--- src/rtl/adder_pkg.sv ---
// Shared types and default sizes for the adder accumulator slice.
package adder_pkg;

  localparam int DEF_WIDTH   = 4;
  localparam int DEF_COUNT_W = 8;

  typedef enum logic [1:0] {
    ST_IDLE  = 2'd0,
    ST_ACCUM = 2'd1,
    ST_DONE  = 2'd2
  } state_t;

endpackage

--- src/rtl/ripple_carry_adder.sv ---
// Purely combinational WIDTH-bit ripple-carry adder built from a chain of full adders.
module ripple_carry_adder #(
  parameter int WIDTH = 4
) (
  input  logic [WIDTH-1:0] a,
  input  logic [WIDTH-1:0] b,
  input  logic             cin,
  output logic [WIDTH-1:0] sum,
  output logic             cout
);

  logic [WIDTH:0] carry;

  assign carry[0] = cin;

  for (genvar i = 0; i < WIDTH; i++) begin : g_fa
    assign sum[i]       = a[i] ^ b[i] ^ carry[i];
    assign carry[i + 1] = (a[i] & b[i]) | (a[i] & carry[i]) | (b[i] & carry[i]);
  end

  assign cout = carry[WIDTH];

endmodule

--- src/rtl/adder_accumulator.sv ---
// Frame accumulator around ripple_carry_adder: sums a beat stream, reports total/overflow/count.
// Define ACC_SATURATE_EN to clamp the accumulator at all-ones after the first carry-out.
module adder_accumulator
  import adder_pkg::*;
#(
  parameter int WIDTH   = DEF_WIDTH,
  parameter int COUNT_W = DEF_COUNT_W
) (
  input  logic               clk,
  input  logic               rst,
  input  logic               in_valid,
  output logic               in_ready,
  input  logic [WIDTH-1:0]   in_data,
  input  logic               in_last,
  output logic               out_valid,
  input  logic               out_ready,
  output logic [WIDTH-1:0]   out_sum,
  output logic               out_ovf,
  output logic [COUNT_W-1:0] out_count
);

  // Handshake: a beat moves on a rising edge where in_valid & in_ready;
  // a result moves on a rising edge where out_valid & out_ready.

  state_t             state;
  state_t             state_nxt;
  logic [WIDTH-1:0]   acc;
  logic               ovf;
  logic [COUNT_W-1:0] count;

  logic               accept;
  logic [WIDTH-1:0]   add_a;
  logic [WIDTH-1:0]   add_sum;
  logic               add_cout;

  assign in_ready  = !rst && (state == ST_IDLE || state == ST_ACCUM);
  assign out_valid = !rst && (state == ST_DONE);
  assign accept    = in_valid && in_ready;

  // The first beat of a frame starts from zero so no stale total leaks in.
  assign add_a = (state == ST_IDLE) ? '0 : acc;

  ripple_carry_adder #(.WIDTH(WIDTH)) u_adder (
    .a    (add_a),
    .b    (in_data),
    .cin  (1'b0),
    .sum  (add_sum),
    .cout (add_cout)
  );

  always_ff @(posedge clk) begin
    if (rst) state <= ST_IDLE;
    else     state <= state_nxt;
  end

  always_comb begin
    state_nxt = state;
    case (state)
      ST_IDLE, ST_ACCUM: begin
        if (accept) state_nxt = in_last ? ST_DONE : ST_ACCUM;
      end
      ST_DONE: begin
        if (out_valid && out_ready) state_nxt = ST_IDLE;
      end
      default: state_nxt = ST_IDLE;
    endcase
  end

  always_ff @(posedge clk) begin
    if (rst) begin
      acc   <= '0;
      ovf   <= 1'b0;
      count <= '0;
    end else if (accept) begin
      if (state == ST_IDLE) begin
        acc   <= add_sum;
        ovf   <= 1'b0;
        count <= COUNT_W'(1);
      end else begin
        // The counter sticks at all-ones on very long frames.
        if (count != '1) count <= count + COUNT_W'(1);
        ovf <= ovf | add_cout;
`ifdef ACC_SATURATE_EN
        if (ovf || add_cout) acc <= '1;
        else                 acc <= add_sum;
`else
        acc <= add_sum;
`endif
      end
    end
  end

  assign out_sum   = acc;
  assign out_ovf   = ovf;
  assign out_count = count;

endmodule

--- config.mk ---
export PLATFORM = sky130hd
export DESIGN_NAME = adder_accumulator
export DESIGN_NICKNAME = d
export VERILOG_FILES = /design/src/rtl/adder_pkg.sv /design/src/rtl/ripple_carry_adder.sv /design/src/rtl/adder_accumulator.sv
export SDC_FILE = /design/constraint.sdc
export NUM_CORES = 1
export LEC_CHECK = 0
export BUFFER_PORTS_ARGS = -buffer_cell sky130_fd_sc_hd__buf_2
export CAP_MARGIN = 20
export CORE_MARGIN = 3
export CORE_UTILIZATION = 47
export CTS_BUF_LIST = sky130_fd_sc_hd__clkbuf_2 sky130_fd_sc_hd__clkbuf_4 sky130_fd_sc_hd__clkbuf_8
export DETAILED_ROUTE_END_ITERATION = 16
export PLACE_DENSITY = 0.85
export SYNTH_ARGS = -nofsm -noshare
export SYNTH_HDL_FRONTEND = slang
export SYNTH_SLANG_ARGS = --single-unit
--- constraint.sdc ---
create_clock -name clk -period 2.4 [get_ports clk]
set_clock_uncertainty 0.15 [all_clocks]
set_input_delay 0.48 -clock clk [delete_from_list [all_inputs] [get_ports clk]]
set_output_delay 0.48 -clock clk [all_outputs]
set_load 0.03 [all_outputs]
## Word-level counts from Yosys, hierarchy flattened

Cells that the tools add are included.

- RAM bits: 0
- Output and inout bits: 15
- Bits in latches: 0
- Bits of input ports: 9
- Bits in registers: 15
- Memories kept: 0
- Word-level logic and storage cells: 53
- ROM bits: 0

- Add/subtract/negate cells: 1
- Reduce and logical (&&, ||, !) cells: 11
- Shifts and indexed selects: 0
- Multiplexer cells: 8
- $lt $le $gt $ge: 0
- Divide/modulo/power cells: 0
- Eq/ne operators: 5
- Bitwise logic cells: 24
- Multiply operators: 0

Operators by type and width:

| operator | number |
|---|---|
| 8-bit two-way mux | 2 |
| 1-bit AND | 10 |
| 8-bit by 1-bit adder with 8-bit output, second input constant | 1 |
| 8-bit inequality test, second input constant | 1 |
| 1-bit OR | 7 |
| 1-bit XOR | 7 |
| 2-bit two-way mux | 3 |
| 1-bit logical AND | 4 |
| 4-bit two-way mux | 1 |
| 2-bit case mux with 2 select lines | 1 |
| 2-bit AND reduction | 2 |
| 2-bit by 1-bit == test with 1-bit output, second input constant | 1 |
| 2-bit == test, second input constant | 1 |
| 2-bit zero test | 1 |
| 2-bit by 1-bit inequality test with 1-bit output, second input constant | 1 |
| 2-bit inequality test, second input constant | 1 |
| 2-bit nonzero test | 1 |
| 2-bit OR reduction | 1 |
| 1-bit zero test | 1 |
| 1-bit logical OR | 1 |
| 1-bit two-way mux | 1 |

## Depth between registers and ports, before layout

- Depth after elaboration: 14
- Mapped depth: 9
- Gate-level depth less buffers: 8

## By module

From an unflattened synthesis, not the netlist that was laid out.

- Cells, all modules: 107
- Area total of the unflattened synthesis: 954.7 µm²

By module, submodules not included:

| module | seq. area each (µm²) | instances | area an instance (µm²) | cells each |
|---|---|---|---|---|
| adder_accumulator | 300.3 | 1 | 837.1 | 93 |
| ripple_carry_adder | 0.0 | 1 | 117.6 | 14 |

## Worst setup path before layout

Ideal clock, no wire load.

- Path type: register to register
- Start: reg state[1]
- End: reg ovf, in the netlist out_ovf
- Arrival: 2361 ps
- Clock period less this slack: 2627 ps
- Cell stages (with the launch flop): 10
- Required time: 2134 ps
- Path buffers: 1
- Library setup time: 116 ps
- Setup slack: -227 ps
- Cells stage by stage: dfxtp_1 > buf_6 > or2_0 > and2_1 > ha_1 > fa_1 > fa_1 > fa_1 > a31oi_1 > nor2_1

- Word-level cells in the longest chain between the ends: 14
- Elaborated cells between the ends (all ways): 24
- Classes of those cells: 1 x eq/ne; 2 x mux; 17 x bitwise; 4 x reduce/logical

RTL lines:

| element | RTL line | text |
|---|---|---|
| from (decl) | adder_accumulator.sv:25 | `state_t state;` |
| from (signal assigned) | adder_accumulator.sv:53 | `else state <= state_nxt;` |
| 2-bit zero test | adder_accumulator.sv:36, adder_accumulator.sv:41, adder_accumulator.sv:75 |  |
| 4-bit two-way mux | adder_accumulator.sv:41 | `assign add_a = (state == ST_IDLE) ? '0 : acc;` |
| 1-bit AND (2 in a row) | ripple_carry_adder.sv:18 | `assign carry[i + 1] = (a[i] & b[i]) \| (a[i] & carry[i]) \| (b[i] & carry[i]);` |
| 1-bit OR (2 in a row) | ripple_carry_adder.sv:18 |  |
| 1-bit AND | ripple_carry_adder.sv:18 |  |
| 1-bit OR (2 in a row) | ripple_carry_adder.sv:18 |  |
| 1-bit AND | ripple_carry_adder.sv:18 |  |
| 1-bit OR (2 in a row) | ripple_carry_adder.sv:18 |  |
| 1-bit OR | adder_accumulator.sv:82 | `ovf <= ovf \| add_cout;` |
| 1-bit two-way mux | adder_accumulator.sv:75 | `if (state == ST_IDLE) begin` |
| to (signal assigned) | adder_accumulator.sv:82 |  |
| to (decl) | adder_accumulator.sv:28 | `logic ovf;` |

Several ways; a longest one is shown, not always the timed one.
A chain may end at the register's enable or synchronous reset.

## Worst setup path in the final report

- Start: reg state[1]
- End: reg acc[3], in the netlist out_sum[3]

- Word-level cells in the longest chain between the ends: 10
- Elaborated cells between the ends (all ways): 19
- Classes of those cells: 1 x eq/ne; 1 x mux; 13 x bitwise; 4 x reduce/logical

RTL lines:

| element | RTL line | text |
|---|---|---|
| 2-bit zero test * | adder_accumulator.sv:41 |  |
| 4-bit two-way mux * | adder_accumulator.sv:41 |  |
| 1-bit AND (2 in a row) | ripple_carry_adder.sv:18 |  |
| 1-bit OR (2 in a row) | ripple_carry_adder.sv:18 |  |
| 1-bit AND | ripple_carry_adder.sv:18 |  |
| 1-bit OR (2 in a row) | ripple_carry_adder.sv:18 |  |
| 1-bit XOR * | ripple_carry_adder.sv:17 | `assign sum[i] = a[i] ^ b[i] ^ carry[i];` |
| net add_sum[3] | adder_accumulator.sv:33 | `logic [WIDTH-1:0] add_sum;` |
| to (signal assigned) | adder_accumulator.sv:76 | `acc <= add_sum;` |
| to (signal assigned) | adder_accumulator.sv:87 | `acc <= add_sum;` |
| to (decl) | adder_accumulator.sv:27 | `logic [WIDTH-1:0] acc;` |

Mark *: on every way through the listed nets, which the timed path passes. The rest lies on a longest branch.

==> summary.md <==
| Metric | Value |
|---|---|
| Outcome | `finished clean` |
| Post-synthesis mux area share | `0.0238` |
| Crit Path Class | `reg -> reg` |
| Post-synthesis sequential area ratio | `0.358` |
| Reg clk slew, reported paths | `90 ps` |
| TNS Setup | `0 ps` |
| Core ar. | `roughly 1600 sq um` |
| Cell Area, Synth | `840 sq um` |
| FF/Latch Area | `between 300 and 400 sq um` |
| 1st-pass router iterations | `4` |
| Type of the tightest min-delay check | `in -> reg` |
| Die X | `around 48 um` |
| Full die area | `2330 sq um` |
| Initial antenna violation count | `0` |
| Async set-reset flop share out of synthesis | `0` |
| Fmax achieved | `around 420 MHz` |
| CTS tree | `built` |
| Starting Density | `0.527` |
| Slew Limit Fails | `0` |
| Max-Cap Viols | `0` |
| Clk sinks | `15` |
| Slowest-stage cell, CP | `fa_2` |
| Cells after synthesis | `94` |
| Share of cells above drive strength 1 | `0.350` |
| Tcrit/Tclk final | `0.988` |
| Adder-Cell Fraction of Synth Area | `0.101` |
| Grt total ovfl | `0` |
| Num CTS Buffers | `3` |
| Fill count | `133` |
| CP required | `roughly 2500 ps` |
| Critical path startpoint category | `register` |
| Synth top cells by count | `dfxtp_1 (15), nand2_1 (11), nor2_1 (9)` |
| Post-synthesis cell type count | `34` |
| Syn nets | `108` |
| Critical path arrival | `2450 ps` |
| Max stage delay on crit path | `roughly 520 ps` |
| Row cnt | `14` |
| DRT Wirelength | `about 1.9 mm` |
| RSZ-0062 raised after global routing | `true` |
| Dpl hpwl | `1.39 mm` |
| Boundary Pins | `24` |
| Synth area leaders | `dfxtp_1 (36%), fa_1 (7.2%), nand2_1 (4.9%)` |
| Compound-Gate Fraction of Synth Area | `0.146` |
| Vias | `781` |
| Root Buffer | `clkbuf_4` |
| Synth area leader | `dfxtp_1` |
| Initial DRC Count | `14` |
| Die height | `48.3 um` |
| DRC | `0` |
| Worst hold slack | `316 ps` |
| WL/cell | `12.9 um` |
| Multi-input gate area | `534 sq um` |
| CP delay by family, top | `adder cells` |
| Synth Register Bits | `15` |
| Port Buffers | `23` |
| Hold Vio Cnt, Final | `0` |
| Largest net degree at the start of global routing | `17` |
| Syn Area/Cell | `just under 9 sq um` |
| Hold Crit Depth | `4` |
| Ys Warns | `0` |
| CP endpoint kind | `register` |
| Simple logic cell fraction of the synthesized area | `0.335` |
| Yosys top cell area share | `0.358` |
| Most frequent cell after synthesis | `dfxtp_1` |
| Max IR drop VDD | `0.477 mV` |
| Setup Viol. Count Final | `0` |
| NumNets Final | `between 100 and 150` |
| Pwr per Cell Area | `508 nW/um^2` |
| Vias in the first global route | `649` |
| Depth of the worst register-to-register path | `8` |
| Max Buffers Root-to-Sink | `2` |
| First-pass GRT wire length | `2.90 mm` |
| Drt via density | `~5.3` |
| Cell repeated most along the worst path | `fa_2` |
| DRT antenna net count | `0` |
| RePlAce Congestion | `0.815` |
| Leak Pwr | `around 0.45 nW` |
| All-Layer GR Usage | `0.180` |
| Post-route minimum period | `2370 ps` |
| Ys flop type | `dfxtp_1` |
| Largest family of logic cells by synthesized area | `simple AND/OR/NAND/NOR gates` |
| Worst Path Buf+Inv | `0` |
| Critical path depth | `8` |
| Slew HR | `0.741` |
| Worst path cell trace | `or2_4, and2_4, ha_4, fa_2, fa_2, fa_2, nand2_1, nand2_1` |
| Post-synth EDFFs | `0` |
| H-tree depth | `1` |
| Area Growth Syn to Fin | `25.3%` |
| Diode count | `0` |
| Measured slew at the worst slew-check pin | `just under 400 ps` |
| CP max FO | `3` |
| Skew-Pair Late Insertion Delay | `280 ps` |
| Post-Synth XOR/XNOR Area | `0` |
## what timing repair did
action | 4_1_cts | 5_1_grt
pin swaps | 1 | 1
hold buffers | 0 | 0
buffers inserted | 0 | 1
gates cloned | 0 | 0
gates resized for setup | 0 | 2
setup endpoints to repair | 1 | 2
## routing by layer
layer / share of wire / track usage / vias to the layer above
met4: 0.010 / 0.0484 / 0
met2: 0.43 / 0.253 / 24
met5: 0 / 0 / -
met3: 0.071 / 0.0590 / 5
li1: - / - / 398
met1: 0.49 / 0.261 / 354
## cell usage in the layout, fill, tap and decap left out, drive strengths merged
cell and instances:
a211oi 2, a21o 1, a21oi 3, a31oi 3, and2 4, and4 1
buf 28, clkbuf 4, dfxtp 15, fa 3, ha 2, inv 1
mux2i 2, nand2 11, nand2b 1, nand3 3, nand3b 4, nand4 3
nand4b 1, nor2 10, nor3 5, nor3b 2, o21ai 6, o21ba 1
o22a 1, o2bb2ai 1, o31ai 1, or2 1, or2b 1, or3 1
or3b 1
## power breakdown
part	total (mW)	internal (mW)	switching (mW)
clock	0.157	0.0758	0.0815
sequential	0.268	0.260	0.00860
combinational	0.109	0.0450	0.0643
## metrics by stage
stage	power, mW	instances	utilization	area, sq um	setup slack (ps)
6_report	0.535	147	0.660	1050	27.9
5_1_grt	0.563	147	0.660	1050	-48.8
4_1_cts	0.533	146	0.653	1040	24.1
3_5_place_dp	0.379	142	0.634	1010	-3.95
3_3_place_gp	0.376	142	0.634	1010	46.9
2_1_floorplan	0.345	94	-	862	-65.6
## layout make-up
class                   count  share of cell area
clock buffers               4              0.0285
flip-flops and latches     15               0.287
repair buffers             28               0.145
multi-input cells          75               0.508
inverters                   1             0.00357
well taps                  24              0.0285
## worst min-delay path: stages
cell	delay (ps)
buf_2	70
nand2_1	50
o21ai_0	70
nor3_1	40
## worst paths after layout
path | startpoint | end | slack, ps
setup / recovery | state[1]$_SDFFE_PP0P_ | out_sum[3]$_SDFFE_PP0P_ | 30
hold reg to reg | out_sum[1]$_SDFFE_PP0P_ | out_sum[1]$_SDFFE_PP0P_ | 340
hold / removal | in_last | state[0]$_SDFFE_PP0P_ | 320
setup reg to reg | state[1]$_SDFFE_PP0P_ | out_sum[3]$_SDFFE_PP0P_ | 30
## sequential cells by signal (all words and copies together), names as in the netlist
register and count:
state 2, out_sum 4, out_ovf 1, out_count 8
## cells by family after synthesis
family,count (synthesis)
fa+ha+maj,5
compound gates,19
flops,15
simple gates,49
buf+inv,4
mux,2
Power figures use the tool's default switching activity.
